### config.mk
export PLATFORM = sky130hd
export DESIGN_NAME = spi_master
export DESIGN_NICKNAME = d
export VERILOG_FILES = /design/src/rtl/spi_pkg.sv /design/src/rtl/spi_master_rx.sv /design/src/rtl/spi_master.sv
export SDC_FILE = /design/constraint.sdc
export NUM_CORES = 1
export LEC_CHECK = 0
export ABC_AREA = 0
export ABC_CLOCK_PERIOD_IN_PS = 4200
export BUFFER_PORTS_ARGS = -buffer_cell sky130_fd_sc_hd__buf_2
export CAP_MARGIN = 40
export CORE_UTILIZATION = 62
export DETAILED_ROUTE_END_ITERATION = 10
export PLACE_DENSITY = 0.8
export SETUP_SLACK_MARGIN = 0.02
export SLEW_MARGIN = 20
export SYNTH_ARGS = -nofsm -noshare
export SYNTH_HDL_FRONTEND = slang
export SYNTH_SLANG_ARGS = --single-unit
### constraint.sdc
create_clock -name clk -period 4.2 [get_ports clk]
set_input_delay 1.26 -clock clk [delete_from_list [all_inputs] [get_ports clk]]
set_output_delay 1.26 -clock clk [all_outputs]
set_load 0.03 [all_outputs]
### src/rtl/spi_pkg.sv
// Shared constants for the SPI initiator: command encodings, frame sizes,
// FSM state encoding, and the command-sequence legality helper.
// No ports; imported by spi_master and spi_master_rx.
package spi_pkg;

  localparam logic [1:0] CMD_WR_ADDR = 2'b00;
  localparam logic [1:0] CMD_WR_DATA = 2'b01;
  localparam logic [1:0] CMD_RD_ADDR = 2'b10;
  localparam logic [1:0] CMD_RD_DATA = 2'b11;

  localparam int FRAME_BITS = 10;  // {cmd[1:0], din[7:0]}
  localparam int DATA_BITS  = 8;

  localparam logic [2:0] ST_IDLE  = 3'd0;
  localparam logic [2:0] ST_SEL   = 3'd1;
  localparam logic [2:0] ST_SHIFT = 3'd2;
  localparam logic [2:0] ST_TURN  = 3'd3;
  localparam logic [2:0] ST_RECV  = 3'd4;
  localparam logic [2:0] ST_STOP  = 3'd5;
  localparam logic [2:0] ST_GAP   = 3'd6;

  // A data command must directly follow its matching address command.
  function automatic logic seq_legal(input logic       prev_vld,
                                     input logic [1:0] prev_cmd,
                                     input logic [1:0] cmd);
    case (cmd)
      CMD_WR_DATA: return prev_vld && (prev_cmd == CMD_WR_ADDR);
      CMD_RD_DATA: return prev_vld && (prev_cmd == CMD_RD_ADDR);
      default:     return 1'b1;
    endcase
  endfunction

endpackage

### src/rtl/spi_master_rx.sv
// MISO deserialiser: shifts miso in MSB first while enabled, and captures the
// completed byte (including the bit arriving this cycle) when load_i is high.
// Ports: clk/rst_n, shift_en_i, load_i, miso_i in; data_o out (held between loads).
module spi_master_rx
  import spi_pkg::*;
(
  input  logic                 clk,
  input  logic                 rst_n,
  input  logic                 shift_en_i,
  input  logic                 load_i,
  input  logic                 miso_i,
  output logic [DATA_BITS-1:0] data_o
);

  logic [DATA_BITS-1:0] shift_q;
  logic [DATA_BITS-1:0] shift_d;
  logic [DATA_BITS-1:0] data_q;

  assign shift_d = {shift_q[DATA_BITS-2:0], miso_i};

  always_ff @(posedge clk or negedge rst_n) begin
    if (!rst_n) begin
      shift_q <= '0;
      data_q  <= '0;
    end else begin
      if (shift_en_i) shift_q <= shift_d;
      // Load from shift_d so the last bit lands in data_q on the same edge.
      if (load_i)     data_q  <= shift_d;
    end
  end

  assign data_o = data_q;

endmodule

### src/rtl/spi_master.sv
// SPI initiator: turns one {cmd, din} request into one slave frame on ss_n/mosi,
// and for read-data frames returns the byte shifted in on miso.
// Latency: 11 ss_n-low cycles (19+TURNAROUND for cmd 11), then GAP high cycles.
// Backpressure: start is only accepted while busy=0; no queueing.
// Ports: clk, rst_n, start, cmd[1:0], din[7:0], miso in;
//        busy, done, rx_data[7:0], rx_valid, err, ss_n, mosi out.
// Optional: SPI_MASTER_SEQ_CHECK_EN rejects out-of-order data commands with err.
module spi_master
  import spi_pkg::*;
#(
  parameter int TURNAROUND = 1,
  parameter int GAP        = 1
) (
  input  logic       clk,
  input  logic       rst_n,
  input  logic       start,
  input  logic [1:0] cmd,
  input  logic [7:0] din,
  output logic       busy,
  output logic       done,
  output logic [7:0] rx_data,
  output logic       rx_valid,
  output logic       err,
  output logic       ss_n,
  output logic       mosi,
  input  logic       miso
);

  localparam logic [3:0]  SHIFT_LAST = 4'(FRAME_BITS - 1);
  localparam logic [3:0]  RECV_LAST  = 4'(DATA_BITS - 1);
  localparam logic [3:0]  TURN_LAST  = 4'((TURNAROUND >= 1) ? TURNAROUND - 1 : 0);
  localparam logic [15:0] GAP_LAST   = 16'((GAP >= 2) ? GAP - 2 : 0);

  logic [2:0]            state_q, state_d;
  logic [3:0]            cnt_q, cnt_d;
  logic [15:0]           gap_q, gap_d;
  logic [FRAME_BITS-1:0] tx_q, tx_d;
  logic [1:0]            cmd_q, cmd_d;
  logic                  start_ok;

`ifdef SPI_MASTER_SEQ_CHECK_EN
  logic       hist_vld_q;
  logic [1:0] hist_cmd_q;
  logic       err_q;
  logic       seq_ok;

  assign seq_ok   = seq_legal(hist_vld_q, hist_cmd_q, cmd);
  assign start_ok = start && seq_ok;

  always_ff @(posedge clk or negedge rst_n) begin
    if (!rst_n) begin
      hist_vld_q <= 1'b0;
      hist_cmd_q <= 2'b00;
      err_q      <= 1'b0;
    end else begin
      err_q <= start && (state_q == ST_IDLE) && !seq_ok;
      if (start_ok && (state_q == ST_IDLE)) begin
        hist_vld_q <= 1'b1;
        hist_cmd_q <= cmd;
      end
    end
  end

  assign err = err_q;
`else
  assign start_ok = start;
  assign err      = 1'b0;
`endif

  always_comb begin
    state_d = state_q;
    cnt_d   = cnt_q;
    gap_d   = gap_q;
    tx_d    = tx_q;
    cmd_d   = cmd_q;
    case (state_q)
      ST_IDLE: begin
        if (start_ok) begin
          tx_d    = {cmd, din};
          cmd_d   = cmd;
          cnt_d   = 4'd0;
          state_d = ST_SEL;
        end
      end
      // SEL presents cmd[1] early without shifting; SHIFT then sends all 10 bits.
      ST_SEL: state_d = ST_SHIFT;
      ST_SHIFT: begin
        tx_d = {tx_q[FRAME_BITS-2:0], 1'b0};
        if (cnt_q == SHIFT_LAST) begin
          cnt_d = 4'd0;
          if (cmd_q != CMD_RD_DATA)  state_d = ST_STOP;
          else if (TURNAROUND == 0)  state_d = ST_RECV;
          else                       state_d = ST_TURN;
        end else begin
          cnt_d = cnt_q + 4'd1;
        end
      end
      ST_TURN: begin
        if (cnt_q == TURN_LAST) begin
          cnt_d   = 4'd0;
          state_d = ST_RECV;
        end else begin
          cnt_d = cnt_q + 4'd1;
        end
      end
      ST_RECV: begin
        if (cnt_q == RECV_LAST) begin
          cnt_d   = 4'd0;
          state_d = ST_STOP;
        end else begin
          cnt_d = cnt_q + 4'd1;
        end
      end
      ST_STOP: begin
        gap_d   = 16'd0;
        state_d = (GAP <= 1) ? ST_IDLE : ST_GAP;
      end
      ST_GAP: begin
        if (gap_q == GAP_LAST) state_d = ST_IDLE;
        else                   gap_d   = gap_q + 16'd1;
      end
      default: state_d = ST_IDLE;
    endcase
  end

  always_ff @(posedge clk or negedge rst_n) begin
    if (!rst_n) begin
      state_q <= ST_IDLE;
      cnt_q   <= 4'd0;
      gap_q   <= 16'd0;
      tx_q    <= '0;
      cmd_q   <= 2'b00;
    end else begin
      state_q <= state_d;
      cnt_q   <= cnt_d;
      gap_q   <= gap_d;
      tx_q    <= tx_d;
      cmd_q   <= cmd_d;
    end
  end

  // Outputs decode the state register directly so async reset clears them at once.
  assign ss_n     = !((state_q == ST_SEL) || (state_q == ST_SHIFT) ||
                      (state_q == ST_TURN) || (state_q == ST_RECV));
  assign mosi     = ((state_q == ST_SEL) || (state_q == ST_SHIFT)) && tx_q[FRAME_BITS-1];
  assign busy     = (state_q != ST_IDLE);
  assign done     = (state_q == ST_STOP);
  assign rx_valid = done && (cmd_q == CMD_RD_DATA);

  spi_master_rx u_rx (
    .clk        (clk),
    .rst_n      (rst_n),
    .shift_en_i (state_q == ST_RECV),
    .load_i     ((state_q == ST_RECV) && (cnt_q == RECV_LAST)),
    .miso_i     (miso),
    .data_o     (rx_data)
  );

endmodule

==> results of run 1 <==
registers in the layout, indices dropped and copies added (netlist names):
signal / count
cmd_q: 2
u_rx.shift_q: 7
cnt_q: 4
state_q: 3
u_rx.data_o: 8
tx_q: 10
gap_q: 16
worst min-delay path: stages, from the launching register on:
cell     delay, ns
dfrtp_1       0.35
nand2_1       0.05
nand2_1       0.04
cell usage after synthesis, types with 3 or more instances:
cell and n:
a21oi_1 7, and2_1 3, buf_2 4, clkbuf_1 5, dfrtp_1 50, ha_1 5
inv_1 7, mux2_2 18, mux2i_1 12, nand2_1 26, nand3_1 9, nand3b_1 4
nand4_1 4, nor2_1 13, nor3_1 5, nor3b_1 4, nor4_1 3, o21ai_0 13
or4_1 3, xnor2_1 4
where the power goes:
group	switching, uW	leakage [uW]	total (uW)	internal, uW
Combinational	301	0.000577	548	248
Sequential	119	0.000659	725	606
Clock	153	0.0000714	407	254
Total	573	0.00131	1680	1110
metrics by stage:
stage / instance area (um2) / total power (uW) / util [%]
2_1_floorplan: 2490 / 1145 / -
3_3_place_gp: 2664 / 1256 / 71.16
3_5_place_dp: 2664 / 1285 / 71.16
4_1_cts: 2806 / 1691 / 74.97
5_1_grt: 2806 / 1792 / 74.97
6_report: 2806 / 1681 / 74.97
worst paths after layout:
path	from	endpoint	slack, ns
max	state_q[0]$_DFFE_PN0P_	done	1.03
min	tx_q[9]$_DFFE_PN0P_	tx_q[9]$_DFFE_PN0P_	0.48
max reg2reg	state_q[2]$_DFFE_PN0P_	u_rx.data_o[6]$_DFFE_PN0P_	2.08
min reg2reg	tx_q[9]$_DFFE_PN0P_	tx_q[9]$_DFFE_PN0P_	0.48
max in group asynchronous	rst_n	gap_q[1]$_DFFE_PN0P_	2.51
min in group asynchronous	rst_n	cnt_q[0]$_DFFE_PN0P_	0.99
metal layers:
layer | vias to the layer above | global-route usage [%]
met4 | 0 | 9.783
met2 | 32 | 38.40
met3 | 10 | 5.208
met1 | 874 | 31.21
li1 | 891 | -
met5 | - | 0
cells by family after synthesis:
kind of cell	Yosys count
xor gates and xnor gates	6
and+or+nand+nor	91
buffers and inverters	17
adders and majority gates	5
muxes	30
AOI/OAI and AO/OA	35
DFF	50
other	1
layout make-up:
| class | instances | area (um2) | share of cell area (%) |
|---|---|---|---|
| flip-flops and latches | 50 | 1251 | 44.58 |
| multi-input cells | 168 | 1166 | 41.55 |
| repair buffers | 30 | 160.2 | 5.707 |
| clock buffers | 6 | 82.58 | 2.942 |
| clock inverters | 2 | 60.06 | 2.140 |
| well taps | 48 | 60.06 | 2.140 |
| inverters | 7 | 26.28 | 0.9362 |
==> out/results.ini, run 1 <==
[run_status]
status=finished clean

[yosys]
synth_area_leaders=dfrtp_1 50%, mux2_2 8.1%, mux2i_1 4.8%
syn_area_per_cell_um2=10.60
synth_compound_gate_area_share_pct=8.543
synthAdderAreaFrac_pct=2.513
netlist_area_mm2=0.002490
netlist_instances=235
syn-num-nets=254
ys_ff_latch=50
synthMuxAreaShare_pct=12.96
ys_async_sr_fraction_pct=100.0
synthSimpleGateAreaFrac_pct=20.55
synth_top_cell_by_area=dfrtp_1
synth-edff-count=0
synth_top_family_by_area=simple AND/OR/NAND/NOR gates
synth_top_area_share_pct=50.25
yosysSeqAreaShare_pct=50.25
yosys_warnings=0
yosysUniqueCellTypes=46
synth_ff_type=dfrtp_1
synth-xor-area-share_pct=2.111

[timing]
finalCritPeriodShare_pct=75.46
finalCriticalPeriod_ns=3.169
tightest_slew_ns=0.6709
slew_headroom_pct=55.28
skew_ns=0.005953
setup_viol=0
rsz0062_at_grt=false
finalMaxSlewViolations=0
timing.hold.ws_ns=0.4757
final.setup.tns_ns=0
max_freq_ghz=0.3155
hold_viol=0
timing.final.ws_setup_ns=1.031

[setup_path]
criticalPathCategory=flip-flop to primary output
cp_data_arrival_time_ns=1.91
crit_buf_inv=2
cp.depth=3
cpLargestDelayFamily=buffers and inverters
r2r_cells=4
cp_slowest_cell=dfrtp_1
critPathLaunchType=flip-flop
critical_path.cell_chain=nand3b_1 -> inv_1 -> buf_2
crit_required_ns=2.94
cp_max_fo=15
cp_slowest_stage_delay_ns=0.61
crit_path_end_kind=primary output

[die]
die_w_um=65.37
coreArea_mm2=0.003744
initial_core_util_pct=66.51
die_y_um=65.37
pin_count=28
num_rows=22
die_area_mm2=0.004273

[worst_hold_path]
hp-class=flip-flop to flip-flop
worstHoldPathCells=2

[cells_and_area]
most-common-layout-cells=50 x dfrtp_1, 26 x nand2_1, 26 x buf_2
final_cell_count_no_fill=311
n_antenna_cell=0
fill_cells=269
final_common_cell=dfrtp_1
layout-area-overhead-vs-synth_pct=12.71
fin_nets=281
drive_gt1_share_pct=24.33

[clocking]
clkSinkCount=50
ctsHtreeMaxLevel=2
clk_pin_slew_ns=0.09
clockBufferDepth=2
cts_tree=yes
numCtsBuffers=5
cts-root-buf=clkbuf_8
ctsResizeCount=0
clock_insertion_delay_worst_skew_ns=0.30
cts-hold-fix-buffers=0
post_cts_buffers=0

[placed_design]
place_ws_ns=1.342
dp_hpwl_um=3189
gp_congestion=0.7848
port_buffers=26
dp_cells=303

[power]
vdd.ir_drop.worst_mv=0.3748
total_leakage_power_uw=0.001308
powerDensity_mw_per_mm2=598.8

[drt]
drt_iter0_drc=145
routed_via_density=5.810
met2_length_um=2032
m1WireLength_um=2082
met3_length_um=136
wl_um=4350
wire_per_inst_um=13.99
routed.top_layer=met4
vias=1807
ant_nets=0
drtPass1Iterations=6
route.detailed.drc=0

[grt]
grt_first_pass_wirelength_um=7700
first_global_vias=1709
antenna_found_initial=0
grt_max_degree=32
overflow=0
grt_usage_pct=23.85

[flow_run]
drv_cap=0

Power figures use the tool's default switching activity.
==> run 2: changes to the inputs <==
--- a/config.mk
+++ b/config.mk
@@ -6,12 +6,12 @@
 export NUM_CORES = 1
 export LEC_CHECK = 0
 export ABC_AREA = 0
-export ABC_CLOCK_PERIOD_IN_PS = 4200
+export ABC_CLOCK_PERIOD_IN_PS = 2630
 export BUFFER_PORTS_ARGS = -buffer_cell sky130_fd_sc_hd__buf_2
 export CAP_MARGIN = 40
-export CORE_UTILIZATION = 62
+export CORE_UTILIZATION = 52
 export DETAILED_ROUTE_END_ITERATION = 10
-export PLACE_DENSITY = 0.8
+export PLACE_DENSITY = 0.71
 export SETUP_SLACK_MARGIN = 0.02
 export SLEW_MARGIN = 20
 export SYNTH_ARGS = -nofsm -noshare
==> constraint.sdc (replaced) <==
create_clock -name clk -period 2.63 [get_ports clk]
set_input_delay 0.789 -clock clk [delete_from_list [all_inputs] [get_ports clk]]
set_output_delay 0.789 -clock clk [all_outputs]
set_load 0.03 [all_outputs]
==> run 2 against run 1 <==
Sequential cell count unchanged. Routed wire length increased by 2.4%. Non-clock buffer count increased by 3. Design area decreased by 0.62%. Die area increased by 19%. Critical endpoint is now ss_n. Highest routed layer unchanged.
==> out/results.ini, run 2 (synthesis results as in run 1) <==
[timing]
max_freq_ghz=0.4289
finalMaxSlewViolations=0
rsz0062_at_grt=false
setup_viol=0
final.setup.tns_ns=0
tightest_slew_ns=0.6206
timing.final.ws_setup_ns=0.2984
slew_headroom_pct=58.45
finalCriticalPeriod_ns=2.332
skew_ns=0.006684
finalCritPeriodShare_pct=88.65
hold_viol=0

[cells_and_area]
largest_register_ffs=16
final_cell_count_no_fill=318
n_antenna_cell=0
layout-area-overhead-vs-synth_pct=12.01
multi_input_area_mm2=0.001166
most-common-layout-cells=50 x dfrtp_1, 26 x nand2_1, 26 x buf_2
largest-register=gap_q
drive_gt1_share_pct=25.19
fill_cells=381
regArea_mm2=0.001251
final_common_cell=dfrtp_1
fin_nets=284

[clocking]
post_cts_buffers=0
clockBufferDepth=2
cts-hold-fix-buffers=0
cts_tree=yes
ctsHtreeMaxLevel=2
clock_insertion_delay_worst_skew_ns=0.31
numCtsBuffers=5
ctsResizeCount=0
clkSinkCount=50
cts-root-buf=clkbuf_8
clk_pin_slew_ns=0.10

[drt]
wire_per_inst_um=14.01
routed_via_density=5.613
route.detailed.drc=0
ant_nets=0
wl_um=4454
drt_iter0_drc=89
vias=1785
drtPass1Iterations=4

[placed_design]
gp_congestion=0.7859
port_buffers=26
dp_cells=310
place_ws_ns=0.6301
dp_hpwl_um=3229

[setup_path]
critPathLaunchType=flip-flop
criticalPathCategory=flip-flop to primary output
crit_required_ns=1.84
cp_data_arrival_time_ns=1.54
crit_path_end_kind=primary output
cp_max_fo=15

[die]
die_y_um=71.20
coreArea_mm2=0.004474
pin_count=28
die_area_mm2=0.005069
initial_core_util_pct=55.65
die_w_um=71.20
num_rows=24

[run_status]
status=finished clean

[grt]
first_global_vias=1683
antenna_found_initial=0
grt_usage_pct=20.10
grt_first_pass_wirelength_um=7783
grt_max_degree=21
overflow=0

[power]
total_leakage_power_uw=0.001302
powerDensity_mw_per_mm2=902.5
totalPowerFinal_uw=2517
vdd.ir_drop.worst_mv=0.7446

[worst_hold_path]
hp-class=primary input to asynchronous set/reset pin

[flow_run]
drv_cap=0

## run 2: changes by cell type in the layout (fill, tap and decap cells not counted)
cell	change
clkinv_4	+1
buf_4	+3
inv_8	+1
clkbuf_8	-1
inv_6	+1
bufinv_16	-2
## run 2: report_power, final
| part | leakage, uW | switching (uW) | internal, uW | total, uW |
|---|---|---|---|---|
| sequential | 0.000659 | 188 | 968 | 1160 |
| combinational | 0.000592 | 474 | 407 | 881 |
| clock | 0.0000506 | 280 | 199 | 480 |
## run 2: metal layers
metal / vias to the layer above / part of all wire (%) / track usage (%)
li1: 897 / - / -
met1: 855 / 48 / 26.78
met2: 26 / 47 / 31.11
met3: 7 / 3.3 / 5.271
met4: 0 / 1.8 / 8.667
met5: - / 0 / 0
## run 2: worst paths after layout
kind / from / cells after the start / slack [ns] / to
worst max-delay path: state_q[0]$_DFFE_PN0P_ / 3 / 0.30 / ss_n
worst min-delay path: rst_n / 1 / 0.42 / tx_q[5]$_DFFE_PN0P_
worst max register to register: state_q[2]$_DFFE_PN0P_ / 3 / 0.65 / u_rx.data_o[2]$_DFFE_PN0P_
worst min register to register: tx_q[9]$_DFFE_PN0P_ / 2 / 0.49 / tx_q[9]$_DFFE_PN0P_
max in group asynchronous: rst_n / 2 / 1.60 / gap_q[7]$_DFFE_PN0P_
min in group clk: tx_q[9]$_DFFE_PN0P_ / 2 / 0.49 / tx_q[9]$_DFFE_PN0P_
## run 2: area by class of cell
type / count / share of cell area [%]
Sequential cell: 50 / 44.86
Clock buffer: 5 / 2.467
Inverter: 7 / 0.9421
Multi-Input combinational cell: 168 / 41.81
Timing Repair Buffer: 33 / 6.550
Tap cell: 52 / 2.333
Clock inverter: 3 / 1.032
## run 2: through the flow
step	instance area (um2)	utilization, %	hold WS, ns
3_5_place_dp	2691	60.15	0.4562
5_1_grt	2789	62.33	0.4320
4_1_cts	2789	62.33	0.4180
3_3_place_gp	2691	60.15	0.4521
6_report	2789	62.33	0.4174
2_1_floorplan	2490	-	0.4306
## run 2: worst max-delay path, stage by stage (launching register included)
cell and delay, ns:
dfrtp_1 0.54, or3_1 0.44, nand2_1 0.06, buf_2 0.19
==> run 3: changes to the inputs <==
--- a/config.mk
+++ b/config.mk
@@ -9,8 +9,10 @@
 export ABC_CLOCK_PERIOD_IN_PS = 2630
 export BUFFER_PORTS_ARGS = -buffer_cell sky130_fd_sc_hd__buf_2
 export CAP_MARGIN = 40
+export CORE_ASPECT_RATIO = 1.4
 export CORE_UTILIZATION = 52
 export DETAILED_ROUTE_END_ITERATION = 10
+export HOLD_SLACK_MARGIN = 0.02
 export PLACE_DENSITY = 0.71
 export SETUP_SLACK_MARGIN = 0.02
 export SLEW_MARGIN = 20
==> run 3 against run 2 <==
Non-clock buffer count is 2 lower. Largest cell class unchanged. Highest routed layer unchanged. Register-to-register slack worse by 0.06 ns. Core utilization is 1.2 points lower. Clock power is 4.4% lower. Clock skew is 0.0015 ns higher. Maximum frequency is 7.1% lower.
==> out/results.ini, run 3 (synthesis results as in run 1) <==
[die]
pin_count=28
die_area_mm2=0.005073
num_rows=29
coreArea_mm2=0.004572
initial_core_util_pct=54.46
die_y_um=83.88
die_w_um=60.48

[power]
switching_share_pct=37.38
combPwrFrac_pct=35.4
power_switching_uw=934.9
power.internal_uw=1566
p_clk_share_pct=18.4
pwr-share-seq_pct=46.3
vdd.ir_drop.worst_mv=0.5829
powerDensity_mw_per_mm2=894.3
total_leakage_power_uw=0.001290

[grt]
antenna_found_initial=0
first_global_vias=1751
grt_first_pass_wirelength_um=7693
grt_usage_pct=19.82
overflow=0
grt_max_degree=28

[setup_path]
critical_path.cell_chain=nand3b_1 -> nor2_1 -> buf_2
r2r_cells=3
r2r-start=state_q[2]$_DFFE_PN0P_
endpoint=rx_valid
crit_path_end_kind=primary output
crit_required_ns=1.84
r2r_slack_ns=0.59
cp.depth=3
crit_start=state_q[1]$_DFFE_PN0P_
crit_buf_inv=1
cp_data_arrival_time_ns=1.72
criticalPathCategory=flip-flop to primary output
cp_slowest_stage_delay_ns=0.53
cp_max_fo=15
worstReg2RegEnd=u_rx.data_o[7]$_DFFE_PN0P_
cp_slowest_cell=dfrtp_1
critPathLaunchType=flip-flop
cpLargestDelayFamily=simple AND/OR/NAND/NOR gates

[flow_run]
drv_cap=0

[drt]
routed_via_density=5.549
vias=1809
wire_per_inst_um=14.14
drtPass1Iterations=4
wl_um=4609
route.detailed.drc=0
drt_iter0_drc=71
ant_nets=0

[timing]
tightest_slew_ns=0.6298
finalCriticalPeriod_ns=2.509
slew_headroom_pct=57.83
skew_ns=0.008182
rsz0062_at_grt=false
timing.final.ws_setup_ns=0.1207
hold_viol=0
finalCritPeriodShare_pct=95.41
finalMaxSlewViolations=0
max_freq_ghz=0.3985
setup_viol=0
final.setup.tns_ns=0

[cells_and_area]
fill_cells=417
regArea_mm2=0.001252
drive_gt1_share_pct=25.00
most-common-layout-cells=49 x dfrtp_1, 26 x nand2_1, 26 x buf_2
multi_input_area_mm2=0.001166
final_common_cell=dfrtp_1
final_cell_area_mm2=0.002796
n_antenna_cell=0
largest_register_ffs=16
largest-register=gap_q
fin_util_pct=61.17
layout-area-overhead-vs-synth_pct=12.31
final_cell_count_no_fill=326
fin_nets=282

[worst_hold_path]
hp-class=primary input to asynchronous set/reset pin

[clocking]
clockBufferDepth=2
ctsHtreeMaxLevel=2
cts_tree=yes
ctsResizeCount=0
cts-root-buf=clkbuf_8
cts-hold-fix-buffers=0
clkSinkCount=50
clk_pin_slew_ns=0.10
numCtsBuffers=5
clock_insertion_delay_worst_skew_ns=0.31
post_cts_buffers=0

[placed_design]
dp_cells=318
port_buffers=26
gp_congestion=0.7892
place_ws_ns=0.4534
dp_hpwl_um=3405
placed_area_mm2=0.002701

[run_status]
status=finished clean

==> run 3: cell count changes in the layout (fill, tap and decap cells not counted) <==
cell,previous run,this run
buf_4,7,4
buf_12,0,1
clkinvlp_4,0,1
dfrtp_1,50,49
dfrtp_2,0,1
inv_8,1,0
==> run 3: how the worst min path moves through the flow <==
stage,from,endpoint,slack (ns),cells past startpoint
final,rst_n,gap_q[8]$_DFFE_PN0P_,0.47,1
after floorplan,tx_q[9]$_DFFE_PN0P_,tx_q[9]$_DFFE_PN0P_,0.43,2
after CTS,rst_n,gap_q[14]$_DFFE_PN0P_,0.48,1
after detailed placement,tx_q[8]$_DFFE_PN0P_,tx_q[8]$_DFFE_PN0P_,0.47,2
after global placement,tx_q[3]$_DFFE_PN0P_,tx_q[4]$_DFFE_PN0P_,0.46,2
after global routing,rst_n,gap_q[7]$_DFFE_PN0P_,0.49,1
==> run 3: power by group through the flow <==
stage	Clock, uW	Sequential [uW]	Combinational (uW)
floorplan	0	1110	722
global placement	0	1160	871
detailed placement	0	1170	896
CTS	475	1150	895
global route	512	1190	979
finish	459	1160	884
==> run 3: final cells by class <==
type                    instances  area share, %
well taps                      62          2.774
clock inverters                 3         0.8949
clock buffers                   5          2.461
repair buffers                 31          6.443
multi-input cells             168          41.70
flip-flops and latches         50          44.79
inverters                       7         0.9396
==> run 3: worst register-to-register path: cells and delay by family (launching register included) <==
family / cells / cell delay [ns]
flops: 1 / 0.58
mux: 1 / 0.40
simple gates: 2 / 0.95
==> run 3: stage by stage <==
step | hold WS, ns | power, uW
CTS | 0.4801 | 2523
global placement | 0.4618 | 2030
floorplan | 0.4306 | 1829
finish | 0.4653 | 2501
global route | 0.4909 | 2683
detailed placement | 0.4674 | 2062
==> run 3: layer usage <==
metal | global-route usage [%] | wire (um) | vias up
met5 | 0 | 0 | -
met4 | 5.785 | 54 | 0
met3 | 4.496 | 165 | 6
met2 | 33.77 | 2363 | 29
met1 | 24.33 | 2025 | 882
li1 | - | - | 892
